$ cat config.mk
export PLATFORM = sky130hd
export DESIGN_NAME = mem_arbiter_flat
export DESIGN_NICKNAME = d
export VERILOG_FILES = /design/src/rtl/mem_arbiter_pkg.sv /design/src/rtl/mem_arbiter_if.sv /design/src/rtl/mem_arb_starve_cnt.sv /design/src/rtl/mem_arbiter.sv /design/src/flat_wrapper.sv
export SDC_FILE = /design/constraint.sdc
export NUM_CORES = 1
export LEC_CHECK = 0
export ABC_AREA = 1
export CAP_MARGIN = 30
export CELL_PAD_IN_SITES_DETAIL_PLACEMENT = 1
export CELL_PAD_IN_SITES_GLOBAL_PLACEMENT = 2
export CORE_MARGIN = 2
export CORE_UTILIZATION = 28
export CTS_CLUSTER_DIAMETER = 60
export DETAILED_ROUTE_END_ITERATION = 16
export DONT_BUFFER_PORTS = 1
export PLACE_DENSITY_LB_ADDON = 0.1
export SETUP_SLACK_MARGIN = 0.4
export SLEW_MARGIN = 20
export SYNTH_ARGS = -nofsm -noshare
export SYNTH_HDL_FRONTEND = slang
export SYNTH_SLANG_ARGS = --single-unit
$ cat constraint.sdc
create_clock -name clk_i -period 1.1 [get_ports clk_i]
set_input_delay 0 -clock clk_i [delete_from_list [all_inputs] [get_ports clk_i]]
set_output_delay 0 -clock clk_i [all_outputs]
set_load 0.05 [all_outputs]
$ cat src/rtl/mem_arbiter_pkg.sv
// Shared definitions for the unified-memory arbiter: bus width defaults and
// the owner encoding of the access that is currently in flight.
package mem_arbiter_pkg;

  localparam int ADDR_WIDTH = 32;
  localparam int DATA_WIDTH = 32;

  typedef enum logic [1:0] {
    ARB_OWN_NONE = 2'd0,
    ARB_OWN_IF   = 2'd1,
    ARB_OWN_D    = 2'd2
  } arb_own_e;

endpackage

$ cat src/rtl/mem_arbiter_if.sv
// Fetch, data and memory-side signals of mem_arbiter.
// The slave modport is the arbiter's view; the master modport is the core/memory side.
interface mem_arbiter_if #(
  parameter int ADDR_W = mem_arbiter_pkg::ADDR_WIDTH,
  parameter int DATA_W = mem_arbiter_pkg::DATA_WIDTH
);

  logic              if_ce_i;
  logic [ADDR_W-1:0] if_addr_i;
  logic [DATA_W-1:0] if_data_o;
  logic              if_valid_o;
  logic              if_stallreq_o;

  logic              d_ce_i;
  logic              d_we_i;
  logic [ADDR_W-1:0] d_addr_i;
  logic [DATA_W-1:0] d_wdata_i;
  logic [DATA_W-1:0] d_rdata_o;
  logic              d_valid_o;
  logic              d_stallreq_o;

  logic              m_ce_o;
  logic              m_we_o;
  logic [ADDR_W-1:0] m_addr_o;
  logic [DATA_W-1:0] m_wdata_o;
  logic [DATA_W-1:0] m_rdata_i;

  modport slave (
    input  if_ce_i, if_addr_i, d_ce_i, d_we_i, d_addr_i, d_wdata_i, m_rdata_i,
    output if_data_o, if_valid_o, if_stallreq_o,
           d_rdata_o, d_valid_o, d_stallreq_o,
           m_ce_o, m_we_o, m_addr_o, m_wdata_o
  );

  modport master (
    output if_ce_i, if_addr_i, d_ce_i, d_we_i, d_addr_i, d_wdata_i, m_rdata_i,
    input  if_data_o, if_valid_o, if_stallreq_o,
           d_rdata_o, d_valid_o, d_stallreq_o,
           m_ce_o, m_we_o, m_addr_o, m_wdata_o
  );

endinterface

$ cat src/rtl/mem_arb_starve_cnt.sv
// Saturating count of cycles the fetch port was eligible but lost arbitration.
// Only built when MEM_ARB_ANTISTARVE_EN is defined.
`ifdef MEM_ARB_ANTISTARVE_EN
module mem_arb_starve_cnt #(
  parameter int STARVE_LIMIT = 4
) (
  input  logic clk_i,
  input  logic rst_i,
  input  logic if_eligible,
  input  logic if_granted,
  output logic force_if
);

  localparam int CNT_W = $clog2(STARVE_LIMIT + 1);
  localparam logic [CNT_W-1:0] LIMIT = CNT_W'(STARVE_LIMIT);

  logic [CNT_W-1:0] cnt_r;

  // Count denied fetch cycles, saturating at the limit; a fetch issue clears it.
  always_ff @(posedge clk_i or negedge rst_i) begin
    if (!rst_i) begin
      cnt_r <= '0;
    end else if (if_granted) begin
      cnt_r <= '0;
    end else if (if_eligible && (cnt_r != LIMIT)) begin
      cnt_r <= cnt_r + CNT_W'(1);
    end else begin
      cnt_r <= cnt_r;
    end
  end

  assign force_if = (cnt_r == LIMIT);

endmodule
`endif

$ cat src/rtl/mem_arbiter.sv
// Shares one single-port synchronous RAM between instruction fetch and data access.
// Define MEM_ARB_ANTISTARVE_EN to let a starved fetch win over data once per limit.
module mem_arbiter
  import mem_arbiter_pkg::*;
#(
  parameter int ADDR_W       = ADDR_WIDTH,
  parameter int DATA_W       = DATA_WIDTH,
  parameter int STARVE_LIMIT = 4
) (
  input  logic          clk_i,
  input  logic          rst_i,
  mem_arbiter_if.slave  bus
);

  if (STARVE_LIMIT < 1) begin : g_bad_limit
    $error("mem_arbiter: STARVE_LIMIT must be at least 1");
  end

  arb_own_e          owner_r;
  arb_own_e          grant_s;
  logic              if_out_r;
  logic              d_out_r;
  logic              d_rd_r;
  logic [DATA_W-1:0] if_hold_r;
  logic [DATA_W-1:0] d_hold_r;

  logic              if_elig_s;
  logic              d_elig_s;
  logic              if_valid_s;
  logic              d_valid_s;
  logic              force_if_s;
  logic              m_ce_s;
  logic              m_we_s;
  logic [ADDR_W-1:0] m_addr_s;
  logic [DATA_W-1:0] m_wdata_s;

  assign if_valid_s = (owner_r == ARB_OWN_IF);
  assign d_valid_s  = (owner_r == ARB_OWN_D);

  // Gating with rst_i keeps every output quiet while reset is held.
  assign if_elig_s = rst_i & bus.if_ce_i & ~if_out_r;
  assign d_elig_s  = rst_i & bus.d_ce_i  & ~d_out_r;

`ifdef MEM_ARB_ANTISTARVE_EN
  mem_arb_starve_cnt #(
    .STARVE_LIMIT (STARVE_LIMIT)
  ) u_starve_cnt (
    .clk_i       (clk_i),
    .rst_i       (rst_i),
    .if_eligible (if_elig_s),
    .if_granted  (grant_s == ARB_OWN_IF),
    .force_if    (force_if_s)
  );
`else
  assign force_if_s = 1'b0;
`endif

  // Data is the older pipeline stage, so it wins unless fetch is being forced.
  always_comb begin
    grant_s = ARB_OWN_NONE;
    if (force_if_s && if_elig_s) begin
      grant_s = ARB_OWN_IF;
    end else if (d_elig_s) begin
      grant_s = ARB_OWN_D;
    end else if (if_elig_s) begin
      grant_s = ARB_OWN_IF;
    end else begin
      grant_s = ARB_OWN_NONE;
    end
  end

  // Steer the granted port onto the memory bus; idle bus is all zeros.
  always_comb begin
    m_ce_s    = 1'b0;
    m_we_s    = 1'b0;
    m_addr_s  = '0;
    m_wdata_s = '0;
    case (grant_s)
      ARB_OWN_IF: begin
        m_ce_s   = 1'b1;
        m_addr_s = bus.if_addr_i;
      end
      ARB_OWN_D: begin
        m_ce_s    = 1'b1;
        m_we_s    = bus.d_we_i;
        m_addr_s  = bus.d_addr_i;
        m_wdata_s = bus.d_wdata_i;
      end
      default: begin
        m_ce_s    = 1'b0;
        m_we_s    = 1'b0;
        m_addr_s  = '0;
        m_wdata_s = '0;
      end
    endcase
  end

  // Owner/outstanding tracking and response capture into the hold registers.
  always_ff @(posedge clk_i or negedge rst_i) begin
    if (!rst_i) begin
      owner_r   <= ARB_OWN_NONE;
      if_out_r  <= 1'b0;
      d_out_r   <= 1'b0;
      d_rd_r    <= 1'b0;
      if_hold_r <= '0;
      d_hold_r  <= '0;
    end else begin
      owner_r <= grant_s;

      if (grant_s == ARB_OWN_IF) begin
        if_out_r <= 1'b1;
      end else if (if_valid_s) begin
        if_out_r <= 1'b0;
      end else begin
        if_out_r <= if_out_r;
      end

      if (grant_s == ARB_OWN_D) begin
        d_out_r <= 1'b1;
        d_rd_r  <= ~bus.d_we_i;
      end else if (d_valid_s) begin
        d_out_r <= 1'b0;
        d_rd_r  <= d_rd_r;
      end else begin
        d_out_r <= d_out_r;
        d_rd_r  <= d_rd_r;
      end

      if (if_valid_s) begin
        if_hold_r <= bus.m_rdata_i;
      end else begin
        if_hold_r <= if_hold_r;
      end

      // Write completions leave the last read value in place.
      if (d_valid_s && d_rd_r) begin
        d_hold_r <= bus.m_rdata_i;
      end else begin
        d_hold_r <= d_hold_r;
      end
    end
  end

  assign bus.m_ce_o    = m_ce_s;
  assign bus.m_we_o    = m_we_s;
  assign bus.m_addr_o  = m_addr_s;
  assign bus.m_wdata_o = m_wdata_s;

  assign bus.if_valid_o    = if_valid_s;
  assign bus.if_data_o     = if_valid_s ? bus.m_rdata_i : if_hold_r;
  assign bus.if_stallreq_o = rst_i & bus.if_ce_i & ~if_valid_s;

  assign bus.d_valid_o    = d_valid_s;
  assign bus.d_rdata_o    = d_valid_s ? bus.m_rdata_i : d_hold_r;
  assign bus.d_stallreq_o = rst_i & bus.d_ce_i & ~d_valid_s;

endmodule
$ cat src/flat_wrapper.sv
// flat-port wrapper written by rule: the top's interface ports become plain ports
module mem_arbiter_flat import mem_arbiter_pkg::*;
#(
  parameter int ADDR_W       = ADDR_WIDTH,
  parameter int DATA_W       = DATA_WIDTH,
  parameter int STARVE_LIMIT = 4
)
  (clk_i, rst_i, bus_if_ce_i, bus_if_addr_i, bus_d_ce_i, bus_d_we_i, bus_d_addr_i, bus_d_wdata_i, bus_m_rdata_i, bus_if_data_o, bus_if_valid_o, bus_if_stallreq_o, bus_d_rdata_o, bus_d_valid_o, bus_d_stallreq_o, bus_m_ce_o, bus_m_we_o, bus_m_addr_o, bus_m_wdata_o);
  mem_arbiter_if #(.ADDR_W(ADDR_W), .DATA_W(DATA_W)) bus_i ();
  input  logic clk_i;
  input  logic rst_i;
  input wire logic [$bits(bus_i.if_ce_i)-1:0] bus_if_ce_i;
  input wire logic [$bits(bus_i.if_addr_i)-1:0] bus_if_addr_i;
  input wire logic [$bits(bus_i.d_ce_i)-1:0] bus_d_ce_i;
  input wire logic [$bits(bus_i.d_we_i)-1:0] bus_d_we_i;
  input wire logic [$bits(bus_i.d_addr_i)-1:0] bus_d_addr_i;
  input wire logic [$bits(bus_i.d_wdata_i)-1:0] bus_d_wdata_i;
  input wire logic [$bits(bus_i.m_rdata_i)-1:0] bus_m_rdata_i;
  output wire logic [$bits(bus_i.if_data_o)-1:0] bus_if_data_o;
  output wire logic [$bits(bus_i.if_valid_o)-1:0] bus_if_valid_o;
  output wire logic [$bits(bus_i.if_stallreq_o)-1:0] bus_if_stallreq_o;
  output wire logic [$bits(bus_i.d_rdata_o)-1:0] bus_d_rdata_o;
  output wire logic [$bits(bus_i.d_valid_o)-1:0] bus_d_valid_o;
  output wire logic [$bits(bus_i.d_stallreq_o)-1:0] bus_d_stallreq_o;
  output wire logic [$bits(bus_i.m_ce_o)-1:0] bus_m_ce_o;
  output wire logic [$bits(bus_i.m_we_o)-1:0] bus_m_we_o;
  output wire logic [$bits(bus_i.m_addr_o)-1:0] bus_m_addr_o;
  output wire logic [$bits(bus_i.m_wdata_o)-1:0] bus_m_wdata_o;
  assign bus_i.if_ce_i = bus_if_ce_i;
  assign bus_i.if_addr_i = bus_if_addr_i;
  assign bus_i.d_ce_i = bus_d_ce_i;
  assign bus_i.d_we_i = bus_d_we_i;
  assign bus_i.d_addr_i = bus_d_addr_i;
  assign bus_i.d_wdata_i = bus_d_wdata_i;
  assign bus_i.m_rdata_i = bus_m_rdata_i;
  assign bus_if_data_o = bus_i.if_data_o;
  assign bus_if_valid_o = bus_i.if_valid_o;
  assign bus_if_stallreq_o = bus_i.if_stallreq_o;
  assign bus_d_rdata_o = bus_i.d_rdata_o;
  assign bus_d_valid_o = bus_i.d_valid_o;
  assign bus_d_stallreq_o = bus_i.d_stallreq_o;
  assign bus_m_ce_o = bus_i.m_ce_o;
  assign bus_m_we_o = bus_i.m_we_o;
  assign bus_m_addr_o = bus_i.m_addr_o;
  assign bus_m_wdata_o = bus_i.m_wdata_o;
  mem_arbiter #(.ADDR_W(ADDR_W), .DATA_W(DATA_W), .STARVE_LIMIT(STARVE_LIMIT)) u_core (.clk_i(clk_i), .rst_i(rst_i), .bus(bus_i));
endmodule
==> flow_summary.json, run 1 <==
{
  "status": "stopped before the end",
  "stop_stage": "global routing",
  "toolErrorMsg": "[ERROR DPL-0033] detailed placement checks failed during check placement.",
  "ys_ff_latch": 69,
  "portBuffers": 0,
  "hpwl_um": 13000,
  "placed_cells": 821,
  "grt_start_max_net_pins": 73,
  "synth_flop_cell": "dfrtp_1",
  "place.gp.congestion": 0.728,
  "cts_buffer_depth": 2,
  "io_pins": 267,
  "die_h_um": 121,
  "avgSynthCellArea_um2": 7.08,
  "syn_area_um2": 3860,
  "yosys_warnings": 0,
  "initial_core_util_pct": 28.9,
  "endpoint_type": "primary output",
  "std_cell_rows": 42,
  "ys_top_cells_by_count": "nand2_1, dfrtp_1, inv_1",
  "yosysMostFrequentCell": "nand2_1",
  "synth_top_cell_by_area": "dfrtp_1",
  "syn_inst": 546,
  "antenna_found_initial": 2,
  "die_x_um": 121,
  "clock_sinks": 69,
  "seq_area_frac_synth_pct": 44.7,
  "cts_root_buf": "clkbuf_16",
  "synth_edf_count": 0,
  "yosys.area.top_type_share_pct": 44.7,
  "h-tree-depth": 3,
  "crit_endpoint": "bus_d_rdata_o[0]",
  "cts_inserted_buffers": 9,
  "ys_types": 16,
  "yosys-top-cells-area": "dfrtp_1, nand2_1, inv_1",
  "async_flop_share_pct": 100,
  "syn_nets": 679
}
[logic make-up after synthesis]
logic type             synth area share, %
buffers and inverters                 13.2
flip-flops                            44.7
AO/OA/AOI/OAI                         10.7
AND/OR/NAND/NOR                       31.5
[metrics by stage]
stage	area, um^2	worst slack, ns	utilization [%]
global placement	8160	-0.148	61.1
CTS	10200	-0.531	76.5
detailed placement	8160	-0.203	61.1
floorplan	5930	-0.526	-
[what timing repair did]
action	4_1_cts
buffers inserted	27
resized for setup	139
gates cloned	21
pin swaps	58
hold buffers	32
endpoints found under the hold margin	131
setup endpoints to repair	203
==> inputs of run 2 (changes only) <==
Settings changed: CELL_PAD_IN_SITES_DETAIL_PLACEMENT 1 to unset, CELL_PAD_IN_SITES_GLOBAL_PLACEMENT 2 to unset, CORE_UTILIZATION 28 to 23, CTS_CLUSTER_DIAMETER 60 to unset, PLACE_DENSITY_LB_ADDON 0.1 to 0.15, SETUP_SLACK_MARGIN 0.4 to unset.
Clock period 1.1 ns to 1.4 ns, I/O delays scaled along.
==> run 2 against run 1 <==
  * The flow now finishes, with violations (hold timing, setup timing)
  * Synthesized cell count is the same
  * Area after synthesis is the same
==> flow_summary.json, run 2 <==
{
  "grt_usage_pct": 17.1,
  "worstMarginPinSlew_ns": 0.261,
  "placed_cells": 886,
  "ys_types": 16,
  "fin_nets": 875,
  "fill_cells": 1382,
  "seq_area_frac_synth_pct": 44.7,
  "hpwl_um": 10900,
  "fin_worst_skew_ns": 0.00405,
  "final_cells": 967,
  "drc_errors": 0,
  "leakagePower_nw": 4.21,
  "io_pins": 267,
  "powerDensity_nw_per_um2": 2290,
  "h-tree-depth": 3,
  "power_switching_mw": 9.67,
  "portBuffers": 0,
  "num_vias": 4326,
  "drive_gt1_share_pct": 57.3,
  "ys_ff_latch": 69,
  "slew_headroom_pct": 82.6,
  "area_growth_pct": 131,
  "p_seq_share_pct": 17.8,
  "p_int_mw": 10.7,
  "antenna_found_initial": 0,
  "cp_max_fo": 8,
  "whs_ns": -0.646,
  "initial_core_util_pct": 23.4,
  "status": "finished with violations",
  "dr.pass1.iters": 4,
  "synth_edf_count": 0,
  "final_cell_mix": "nand2_1, buf_12, inv_1, dfrtp_1, buf_6",
  "cpPeakStageDelay_ns": 0.40,
  "place.gp.congestion": 0.939,
  "grt_overflow": 0,
  "cts_buffer_depth": 2,
  "p_comb_share_pct": 69.9,
  "async_flop_share_pct": 100,
  "syn_inst": 546,
  "syn_nets": 679,
  "dieArea_um2": 17900,
  "routedWlPerCell_um": 17.7,
  "yosysMostFrequentCell": "nand2_1",
  "ys_top_cells_by_count": "nand2_1, dfrtp_1, inv_1",
  "hold_class": "input port to async pin",
  "yosys.area.top_type_share_pct": 44.7,
  "grt_pass1_vias": 4493,
  "avgSynthCellArea_um2": 7.08,
  "die_h_um": 134,
  "setup_tns_ns": -18.35,
  "cts_root_buf": "clkbuf_16",
  "final_core_util_pct": 53.9,
  "violations": "hold timing, setup timing",
  "std_cell_rows": 47,
  "layout_min_cycle_time_ns": 1.61,
  "end_kind": "output pin",
  "clock_sinks": 69,
  "drt-vias-per-instance": 4.47,
  "yosys-top-cells-area": "dfrtp_1, nand2_1, inv_1",
  "yosys_warnings": 0,
  "cpMostUsedCell": "buf_6",
  "grt_pass1_wl_um": 23700,
  "arrival_ns": 1.61,
  "ctsHoldBuffers": 33,
  "cts_inserted_buffers": 9,
  "multi_input_area_um2": 2990,
  "worstPathCellList": "buf_6, nor2_4, buf_6, nand2_1, nand2_2, buf_12",
  "syn_area_um2": 3860,
  "fin_crit_sh_pct": 115,
  "fmax_ghz": 0.620,
  "place_ws_ns": 0.105,
  "clk_pin_slew_ns": 0.06,
  "worst_slack_ns": -0.212,
  "ant_nets": 0,
  "seqCellArea_um2": 1730,
  "setup_viol": 131,
  "swShare_pct": 47.5,
  "cp.required_ns": 1.40,
  "rsz0062_at_grt": "yes",
  "top_regs": "u_core.d_hold_r (32), u_core.if_hold_r (32), u_core.owner_r (2)",
  "core_um2": 16500,
  "routed_wl_um": 17100,
  "power.share.clock_pct": 12.4,
  "diodes": 0,
  "cp-start-kind": "register",
  "grt_start_max_net_pins": 73,
  "layout_commonest_cell": "nand2_1",
  "drv_cap": 0,
  "finalHoldViolCount": 69,
  "cts_tree": "done",
  "drtIter0Drc": 167,
  "drv_slew": 0,
  "synth_flop_cell": "dfrtp_1",
  "critical_path_class": "register to output pin",
  "vdd_drop_max_mv": 1.36,
  "synth_top_cell_by_area": "dfrtp_1",
  "crit_path_top_delay_cell": "dfrtp_1",
  "worstSkewPairLatency_ns": 0.34,
  "die_x_um": 134
}
[run 2: final timing paths]
| path | from | slack, ns | depth (start not counted) | to |
|---|---|---|---|---|
| max | u_core.d_out_r$_DFFE_PN0P_ | -0.21 | 6 | bus_m_addr_o[13] |
| min | rst_i | -0.65 | 0 | u_core.if_hold_r[2]$_DFF_PN0_ |
| max reg2reg | u_core.owner_r[0]$_DFF_PN0_ | 0.01 | 8 | u_core.d_hold_r[29]$_DFFE_PN0P_ |
| min reg2reg | u_core.d_hold_r[3]$_DFFE_PN0P_ | 0.48 | 2 | u_core.d_hold_r[3]$_DFFE_PN0P_ |
| max in group asynchronous | rst_i | 1.93 | 0 | u_core.owner_r[0]$_DFF_PN0_ |
| min in group clk_i | bus_if_ce_i | 0.06 | 4 | u_core.if_out_r$_DFFE_PN0P_ |
[run 2: cell type report]
class                      count  share of cell area (%)
timing repair buffer         217                    37.1
multi-input combinational    373                    33.6
clock inverter                 4                   0.786
inverter                      72                    3.20
tap                          220                    3.09
sequential                    69                    19.4
clock buffer                  12                    2.88
[run 2: cells by family after synthesis]
logic type / after synthesis / share of synthesized area (%)
buffers and inverters: 105 / 13.2
AOI/OAI and AO/OA: 65 / 10.7
DFF: 69 / 44.7
and+or+nand+nor: 307 / 31.5
[run 2: metal layers]
layer | vias up | routed length [um] | track usage, %
li1 | 2052 | - | -
met1 | 2043 | 6160 | 17.8
met2 | 197 | 9110 | 30.9
met3 | 34 | 1240 | 6.35
met4 | 0 | 571 | 7.45
met5 | - | 0 | 0
[run 2: repair_timing]
item	4_1_cts	5_1_grt
cloned	8	11
buffers inserted	11	10
endpoints found under the hold margin	134	69
pin swaps	12	33
gates resized for setup	167	183
endpoints found under the setup margin	132	132
[run 2: critical path: cells and delay by family, from the launching register on]
kind	cells	cell delay, ns
buffers and inverters	3	0.47
AND/OR/NAND/NOR	3	0.41
flip-flops	1	0.40
[run 2: per-stage QoR]
stage	cell area [um^2]	power [mW]
after floorplan	4340	10.8
after global placement	6460	15.3
after detailed placement	6460	15.4
after CTS	8060	19.2
after global routing	8910	21.3
final	8910	20.4
[run 2: power by group through the flow]
stage                     Clock, mW  Sequential [mW]  Combinational [mW]
final                          2.52             3.62                14.2
after global routing           2.70             3.73                14.8
after CTS                      2.61             3.38                13.3
after detailed placement          0             3.38                12.0
after global placement            0             3.38                11.9
after floorplan                   0             3.29                7.54
Note: power is estimated with default switching activity, not from simulation.
